[src/rtl/nv_mem_pkg.sv]
// nv_mem_pkg: state encoding and default widths shared by nv_mem_ctrl
package nv_mem_pkg;
  typedef enum logic [2:0] {IDLE, WR, RD_ADDR, RD_DATA, RSP, VFY_ADDR, VFY_DATA} state_e;
  localparam int NVM_DATA_W = 32;
  localparam int NVM_ADDR_W = 8;
  localparam int NVM_LEN_W  = 4;
endpackage

[src/rtl/nv_mem_ctrl.sv]
// nv_mem_ctrl: PMU-side NV memory initiator, single-word writes and burst reads over valid/ready channels
// Ports: req_* request channel in, rsp_* response channel out, mem_* NV memory port (registered read data),
// busy while not idle. Optional write read-back check enabled by defining NVM_WRITE_VERIFY_EN.
module nv_mem_ctrl
  import nv_mem_pkg::*;
#(
  parameter int DATA_WIDTH = NVM_DATA_W,
  parameter int ADDR_WIDTH = NVM_ADDR_W,
  parameter int LEN_WIDTH  = NVM_LEN_W
) (
  input  logic                  clk,
  input  logic                  rst_n,
  input  logic                  req_valid,
  output logic                  req_ready,
  input  logic                  req_write,
  input  logic [ADDR_WIDTH-1:0] req_addr,
  input  logic [DATA_WIDTH-1:0] req_wdata,
  input  logic [LEN_WIDTH-1:0]  req_len,
  output logic                  rsp_valid,
  input  logic                  rsp_ready,
  output logic [DATA_WIDTH-1:0] rsp_rdata,
  output logic                  rsp_last,
  output logic                  rsp_err,
  output logic                  busy,
  output logic                  mem_w,
  output logic [ADDR_WIDTH-1:0] mem_addr,
  output logic [DATA_WIDTH-1:0] mem_wdata,
  input  logic [DATA_WIDTH-1:0] mem_rdata
);
  state_e                state_q;
  logic [LEN_WIDTH-1:0]  cnt_q;
  logic                  rsp_valid_q, rsp_last_q, rsp_err_q, mem_w_q;
  logic [DATA_WIDTH-1:0] rsp_rdata_q, mem_wdata_q;
  logic [ADDR_WIDTH-1:0] mem_addr_q;
  assign req_ready = state_q == IDLE;
  assign busy      = state_q != IDLE;
  assign rsp_valid = rsp_valid_q;
  assign rsp_rdata = rsp_rdata_q;
  assign rsp_last  = rsp_last_q;
  assign rsp_err   = rsp_err_q;
  assign mem_w     = mem_w_q;
  assign mem_addr  = mem_addr_q;
  assign mem_wdata = mem_wdata_q;
  // mem_addr_q doubles as the burst address register; mem_wdata_q keeps the written word for the read-back compare
  always_ff @(posedge clk) begin
    if (!rst_n) begin
      state_q     <= IDLE;
      cnt_q       <= '0;
      rsp_valid_q <= 1'b0;
      rsp_last_q  <= 1'b0;
      rsp_err_q   <= 1'b0;
      rsp_rdata_q <= '0;
      mem_w_q     <= 1'b0;
      mem_addr_q  <= '0;
      mem_wdata_q <= '0;
    end else begin
      mem_w_q <= 1'b0;
      case (state_q)
        IDLE: if (req_valid) begin
          state_q    <= req_write ? WR : RD_ADDR;
          mem_w_q    <= req_write;
          mem_addr_q <= req_addr;
          cnt_q      <= req_write ? '0 : req_len;
          if (req_write) mem_wdata_q <= req_wdata;
        end
`ifdef NVM_WRITE_VERIFY_EN
        WR:       state_q <= VFY_ADDR;
        VFY_ADDR: state_q <= VFY_DATA;
        VFY_DATA: begin
          state_q     <= RSP;
          rsp_valid_q <= 1'b1;
          rsp_last_q  <= 1'b1;
          rsp_rdata_q <= mem_rdata;
          rsp_err_q   <= mem_rdata != mem_wdata_q;
        end
`else
        WR: begin
          state_q     <= RSP;
          rsp_valid_q <= 1'b1;
          rsp_last_q  <= 1'b1;
          rsp_rdata_q <= '0;
        end
`endif
        RD_ADDR: state_q <= RD_DATA;
        RD_DATA: begin
          state_q     <= RSP;
          rsp_valid_q <= 1'b1;
          rsp_last_q  <= cnt_q == '0;
          rsp_rdata_q <= mem_rdata;
        end
        RSP: if (rsp_ready) begin
          rsp_valid_q <= 1'b0;
          rsp_err_q   <= 1'b0;
          state_q     <= rsp_last_q ? IDLE : RD_ADDR;
          if (!rsp_last_q) begin
            mem_addr_q <= mem_addr_q + ADDR_WIDTH'(1);
            cnt_q      <= cnt_q - LEN_WIDTH'(1);
          end
        end
        default: state_q <= IDLE;
      endcase
    end
  end
endmodule
[config.mk]
export PLATFORM = sky130hd
export DESIGN_NAME = nv_mem_ctrl
export DESIGN_NICKNAME = d
export VERILOG_FILES = /design/src/rtl/nv_mem_pkg.sv /design/src/rtl/nv_mem_ctrl.sv
export SDC_FILE = /design/constraint.sdc
export NUM_CORES = 1
export LEC_CHECK = 0
export ABC_CLOCK_PERIOD_IN_PS = 1480
export BUFFER_PORTS_ARGS = -buffer_cell sky130_fd_sc_hd__clkbuf_2
export CAP_MARGIN = 10
export CORE_ASPECT_RATIO = 1.25
export CORE_MARGIN = 2
export CORE_UTILIZATION = 44
export CTS_BUF_LIST = sky130_fd_sc_hd__clkbuf_4
export CTS_CLUSTER_SIZE = 10
export DETAILED_ROUTE_END_ITERATION = 16
export PLACE_DENSITY = 0.88
export SLEW_MARGIN = 20
export SYNTH_ARGS = -nofsm -noshare
export SYNTH_HDL_FRONTEND = slang
export SYNTH_SLANG_ARGS = --single-unit
export TNS_END_PERCENT = 10
[constraint.sdc]
create_clock -name clk -period 1.48 [get_ports clk]
set_input_delay 0.296 -clock clk [delete_from_list [all_inputs] [get_ports clk]]
set_output_delay 0.296 -clock clk [all_outputs]
set_load 0.05 [all_outputs]
==> results of run 1 <==
-- registers in the layout, summed over array words and instances (netlist names) --
name,cells
cnt_q,4
mem_addr,8
mem_w,1
mem_wdata,32
rsp_last,1
rsp_rdata,32
rsp_valid,1
state_q,3
-- cell usage after synthesis (all sizes together) (2+ instances only) --
master,instances,area share (%)
o21a,3,0.66
nand2,112,12
buf,16,3.0
inv,3,0.33
o211ai,2,0.44
ha,2,0.73
nor3b,4,0.87
o22ai,3,0.55
nor2b,3,0.55
a21oi,9,1.3
and3,2,0.36
a211o,2,0.51
clkbuf,19,2.1
nor2,13,1.4
o21ai,6,0.87
a21boi,65,14
o211a,4,1.2
and2,4,0.73
nor3,3,0.77
nand3,37,5.4
o31a,2,0.51
dfxtp,82,48
-- repair_timing --
item | in CTS | in global routing
gates resized for setup | 11 | 25
pin swaps | 3 | 2
buffers inserted | 2 | 1
hold buffers | 0 | 0
gates cloned | 0 | 2
endpoints found under the setup margin | 6 | 50
-- stage by stage --
step	setup TNS, ns	hold slack (ns)	instances	power [W]	area (um^2)
2_1_floorplan	-4.56	0.389	411	0.00319	3430
3_3_place_gp	0	0.437	639	0.00348	4290
3_5_place_dp	0	0.448	639	0.00351	4290
4_1_cts	-0.460	0.0355	657	0.00495	4490
5_1_grt	-1.51	0.0613	660	0.00518	4550
6_report	-0.358	0.0669	660	0.00493	4550
-- power groups by stage --
stage	combinational (W)	clock [W]	sequential, W
finish	0.00112	0.00141	0.00240
global route	0.00120	0.00156	0.00242
CTS	0.00109	0.00146	0.00240
detailed placement	0.00106	0	0.00245
global placement	0.00104	0	0.00244
floorplan	0.000450	0	0.00274
-- cells by family (layout without fill, tap and decap cells) --
kind of cell | after synthesis | after routing
simple gates | 185 | 187
compound gates | 102 | 102
flops | 82 | 82
buf+inv | 38 | 190
fa+ha+maj | 2 | 2
other cells | 1 | 1
mux | 1 | 1
-- routing by layer --
layer  track usage (%)  vias up  part of all wire (%)
met5                 0        -                     0
met4              11.7        0                   2.5
met3              3.44       17                   5.2
met2              35.4      121                    52
met1              22.3     1554                    40
li1                  -     1690                     -
-- cell usage in the layout (no fill, tap or decap), types with 2 or more instances in the layout --
| cell type | count |
|---|---|
| ha_1 | 2 |
| o211ai_1 | 2 |
| and2_1 | 3 |
| dfxtp_2 | 6 |
| nor3b_1 | 4 |
| o31a_1 | 2 |
| o22ai_1 | 3 |
| buf_6 | 3 |
| bufinv_16 | 2 |
| a21boi_1 | 14 |
| a21oi_1 | 9 |
| clkinv_1 | 3 |
| and3_1 | 2 |
| buf_4 | 8 |
| dfxtp_1 | 75 |
| clkbuf_2 | 148 |
| a21boi_0 | 51 |
| nand2_1 | 112 |
| o21ai_0 | 4 |
| nand3_1 | 37 |
| or3b_4 | 3 |
| o211a_1 | 4 |
| o21ai_1 | 2 |
| buf_12 | 3 |
| a211o_1 | 2 |
| o21a_1 | 2 |
| nor3_1 | 2 |
| nor2_1 | 13 |
| inv_1 | 2 |
| clkbuf_4 | 15 |
-- cell type report --
| class | instances | area (um^2) | share of cell area [%] |
|---|---|---|---|
| Sequential cell | 82 | 1650 | 36.3 |
| Clock buffer | 9 | 67.6 | 1.49 |
| Multi-Input combinational cell | 293 | 1640 | 36.1 |
| Clock inverter | 7 | 83.8 | 1.84 |
| Timing Repair Buffer | 171 | 973 | 21.4 |
| Tap cell | 95 | 119 | 2.61 |
| Inverter | 3 | 11.3 | 0.248 |
-- how the worst min path moves through the flow --
stage                                          start                    endpoint  slack [ns]
after floorplan                            req_write     state_q[1]$_SDFFE_PN0P_        0.39
after global placement    rsp_rdata[23]$_SDFFE_PN0P_  rsp_rdata[23]$_SDFFE_PN0P_        0.44
after detailed placement  rsp_rdata[23]$_SDFFE_PN0P_  rsp_rdata[23]$_SDFFE_PN0P_        0.45
after CTS                              req_wdata[16]  mem_wdata[16]$_SDFFE_PN0P_        0.04
after global routing                   req_wdata[29]  mem_wdata[29]$_SDFFE_PN0P_        0.06
final                                  req_wdata[16]  mem_wdata[16]$_SDFFE_PN0P_        0.07
-- worst max-delay path, delay by kind of cell (launching register included) --
family                 cells  cell delay (ns)
buffers and inverters      1             0.25
flip-flops                 1             0.40
AND/OR/NAND/NOR            1             0.29
==> run metrics, run 1 <==
synthesized flop and latch total 82; largest family of logic cells by synthesized area simple AND/OR/NAND/NOR gates; Switch Pwr 0.00156 W; Worst Reg2Reg Path Length in Cells 5; final hold violations 0; grt total ovfl 0; clock buffer count from CTS 9; complex-gate fraction of the synthesized area 21.7%; Final GP Congestion 0.813; Crit Path Class reg -> out; RSZ-0062 raised after global routing true; Logic pwr share 22.7%; mux cell area share after synthesis 0.292%; detailed-route wire length 8670 um; pre-CTS WS 0.0254 ns; Via density 5.12; Critical R2R Launch state_q[1]$_SDFFE_PN0P_; Port Buffers 157; All-Layer GR Usage 19.7%; layout cells sized above 1 35.2%; Worst Skew 0.00599 ns; Critical-path top delay cell dfxtp_2; Clock Power Share 28.6%; Max Cap Viol 0; diodes inserted 0; xor/xnor share of the synthesized area 0%; Adder-Cell Fraction of Synth Area 0.729%; r2r endpoint cnt_q[1]$_SDFFE_PN0P_; FP Rows 36; fillers 696; crit path launch state_q[0]$_SDFFE_PN0P_; die width 83.0 um; CTS Buffer Depth 2; final worst path period share 112%; Critical Path AT 1.36 ns; Worst setup endpoint req_ready; first drt pass iteration count 4; drt wl/cell 13.1 um; Final ANT Viol Nets 0; NumNets Final 643; final core utilization 59.0%; average size of a mapped cell 8.35 um^2; minimum clock period 1.66 ns; status finished with violations; Hold Crit Depth 3; Worst setup SP type flop; DRT iter0 DRCs 167; flop2flop setup slack -0.02 ns; sequential share of power 48.7%; sequential-to-total area share from yosys stat 47.8%; Max H-tree Level 3; Root Buffer clkbuf_4; Area Growth Syn to Fin 32.5%; Clock Latency Late Sink 0.43 ns; Detail Placement HPWL 6040 um; CTS tree done; first-pass GRT wire length 13,700 um; vias in the first global route 3,090; Hold WC Path Type in -> reg; synth warn 0; Net Sw Frac 31.7%; Pint 0.00337 W; crit-path cells nor3_4 > clkbuf_8; Final setup violation count 3; Post-synth EDFFs 0; initial antenna violation count 0; max incr delay on CP 0.40 ns; core outline area 7700 um^2; Simple-Gate Fraction of Synth Area 24.0%; Chip Height 103 um; pwr/cell area 1080 nW/um^2; Worst Slack Setup Final -0.178 ns; Clk pin slew, worst setup/hold paths 0.13 ns; CP Data Required Time 1.18 ns; VDD IR max 691 uV; die area 8530 um^2; largest net degree at the start of global routing 83; Critical Path Fanout Max 9; Lkg Pwr 2.04 nW; syn_nets 494; Final Slew Violations 0; Synth Cell Area 3430 um^2; Initial Util 44.6%; Async SR Flop Fraction 0%; vias 3,382; Worst setup EP type output port; Main synth FF type dfxtp_1; DRC Markers 0; I/O pins 159; failing checks negative setup slack; post-synth cell types 44; fmax 603 MHz; CTS sink cnt 82; Cells after Synth 411
(Power assumes the default switching activity.)
==> run 2: changes to the inputs <==
--- a/config.mk
+++ b/config.mk
@@ -5,16 +5,15 @@
 export SDC_FILE = /design/constraint.sdc
 export NUM_CORES = 1
 export LEC_CHECK = 0
-export ABC_CLOCK_PERIOD_IN_PS = 1480
 export BUFFER_PORTS_ARGS = -buffer_cell sky130_fd_sc_hd__clkbuf_2
 export CAP_MARGIN = 10
 export CORE_ASPECT_RATIO = 1.25
 export CORE_MARGIN = 2
-export CORE_UTILIZATION = 44
+export CORE_UTILIZATION = 52
 export CTS_BUF_LIST = sky130_fd_sc_hd__clkbuf_4
 export CTS_CLUSTER_SIZE = 10
 export DETAILED_ROUTE_END_ITERATION = 16
-export PLACE_DENSITY = 0.88
+export PLACE_DENSITY = 0.95
 export SLEW_MARGIN = 20
 export SYNTH_ARGS = -nofsm -noshare
 export SYNTH_HDL_FRONTEND = slang
==> constraint.sdc (replaced) <==
create_clock -name clk -period 2.15 [get_ports clk]
set_input_delay 0.43 -clock clk [delete_from_list [all_inputs] [get_ports clk]]
set_output_delay 0.43 -clock clk [all_outputs]
set_load 0.05 [all_outputs]
==> run 2 against run 1 <==
The run now ends clean; setup slack improved by 0.43 ns; clock skew increased by 0.0096 ns; total power decreased by 34%; via count decreased by 1.7%; clock power decreased by 37%; largest cell class unchanged.
==> run metrics, run 2 (same netlist as run 1, synthesis figures left out) <==
status finished, final reports clean; grt total ovfl 0 (unchanged); die width 76.7 um (-7.6%); Max H-tree Level 3 (unchanged); Detail Placement HPWL 6090 um (+0.83%); most frequent cells in the layout clkbuf_2, nand2_1, dfxtp_1; core outline area 6480 um^2 (-16%); clock buffer count from CTS 9 (unchanged); max incr delay on CP 0.44 ns (+0.04 ns); DRC Markers 0 (unchanged); Critical Path Fanout Max 11 (+2); Final setup violation count 0 (-3); final hold violations 0 (unchanged); Worst setup EP type output port; initial antenna violation count 0 (unchanged); Final GP Congestion 0.857 (+5.5%); first-pass GRT wire length 13,300 um (-2.6%); sequential share of power 50.8% (+2.1 points); crit-path cells nor3_4 > clkbuf_2; Placed Cells 629 (-1.6%); Initial Util 52.9% (+8.4 points); VDD IR max 448 uV (-35%); NumNets Final 636 (-1.1%); Pint 0.00218 W (-35%); Clk pin slew, worst setup/hold paths 0.14 ns (about the same); Worst setup SP type flop; Worst Path Buf+Inv 1 (unchanged); largest net degree at the start of global routing 41 (-51%); area occupied by multi-input gates 1610 um^2 (-1.9%); Via density 5.16 (+0.60%); I/O pins 159 (unchanged); fmax 526 MHz; CTS sink cnt 82 (unchanged); CP Data Required Time 1.72 ns (+0.54 ns); FP Rows 33 (-8.3%); postcts setup bufs 0 (-2); DRT iter0 DRCs 132 (-21%); WL met1 3320 um (-4.4%); detailed-route wire length 8420 um (-2.9%); Root Buffer clkbuf_4; layout cells sized above 1 33.2% (-2.1 points); CTS tree done; Register Area 1640 um^2 (-0.68%); hold_buf cts 0 (unchanged); Final ANT Viol Nets 0 (unchanged); Clock Power Share 27.5% (-1.1 points); final std cells w/o fill 645 (-2.3%); vias 3,325 (-1.7%); setup_tns 0 ns (+0.358 ns); RSZ-0062 raised after global routing false; final worst path period share 88.4%; Crit Path Class reg -> out; die area 7270 um^2 (-15%); Critical-path top delay cell dfxtp_1; Area Growth Syn to Fin 27.6%; Chip Height 94.8 um (-7.7%); fillers 529 (-24%); Port Buffers 157 (unchanged); vias in the first global route 2,963 (-4.1%); Critical Path AT 1.47 ns (+0.11 ns); All-Layer GR Usage 22.8% (+3.0 points); Lkg Pwr 1.96 nW (-3.5%); max layer used met4; Logic pwr share 21.7% (-1.0 points); minimum clock period 1.90 ns; Max Cap Viol 0 (unchanged); Clock Latency Late Sink 0.43 ns (about the same); CTS Buffer Depth 2 (unchanged); diodes inserted 0 (unchanged); Switch Pwr 0.00108 W (-31%); crit-path leading delay family flip-flops; # resized after CTS 0 (-11); pwr/cell area 744 nW/um^2 (-31%); drt wl/cell 13.1 um (-0.64%); Worst Skew 0.0156 ns (+0.00960 ns); most common cell after layout, fill and taps aside clkbuf_2; Final Slew Violations 0 (unchanged); first drt pass iteration count 4 (unchanged); Hold WC Path Type in -> reg; WL met2 4560 um (+0.44%); Net Sw Frac 33.0% (+1.3 points); met3 routed WL 369 um (-18%)
[run 2: final timing paths]
check	depth (start not counted)	startpoint	slack, ns	end
worst max-delay path	2	state_q[2]$_SDFFE_PN0P_	0.25	req_ready
worst min-delay path	3	req_wdata[13]	0.21	mem_wdata[13]$_SDFFE_PN0P_
worst max register to register	3	state_q[2]$_SDFFE_PN0P_	0.50	mem_addr[7]$_SDFFE_PN0P_
worst min register to register	2	mem_wdata[30]$_SDFFE_PN0P_	0.47	mem_wdata[30]$_SDFFE_PN0P_
[run 2: cell type report]
cell class              count  share of cell area, %
repair buffers            166                   19.8
inverters                   3                  0.257
multi-input cells         291                   36.7
clock buffers              10                   1.71
flip-flops and latches     82                   37.5
clock inverters             6                   1.54
well taps                  87                   2.49
[run 2: metrics by stage]
stage	power, W	setup WS, ns	util, %	hold WS (ns)	cell area [um^2]
floorplan	0.00220	0.398	-	0.504	3430
global placement	0.00238	0.562	65.4	0.437	4240
detailed placement	0.00240	0.527	65.4	0.451	4240
CTS	0.00329	0.210	67.6	0.178	4380
global route	0.00343	0.137	67.6	0.164	4380
finish	0.00326	0.250	67.6	0.207	4380
[run 2: layer usage]
layer / GRT usage [%] / vias up
met5: 0 / -
met4: 12.1 / 0
met3: 4.30 / 16
met2: 42.6 / 105
met1: 24.3 / 1528
li1: - / 1676
[run 2: power by group through the flow]
stage | logic, W | registers, W | clock network, W
global placement | 0.000693 | 0.00168 | 0
global route | 0.000761 | 0.00167 | 0.00100
detailed placement | 0.000710 | 0.00169 | 0
floorplan | 0.000309 | 0.00189 | 0
CTS | 0.000710 | 0.00165 | 0.000930
finish | 0.000708 | 0.00165 | 0.000895
[run 2: tightest hold or removal path: cells and delay by family]
family / cells / cell delay [ns]
buf+inv: 1 / 0.08
compound gates: 1 / 0.06
simple gates: 1 / 0.04
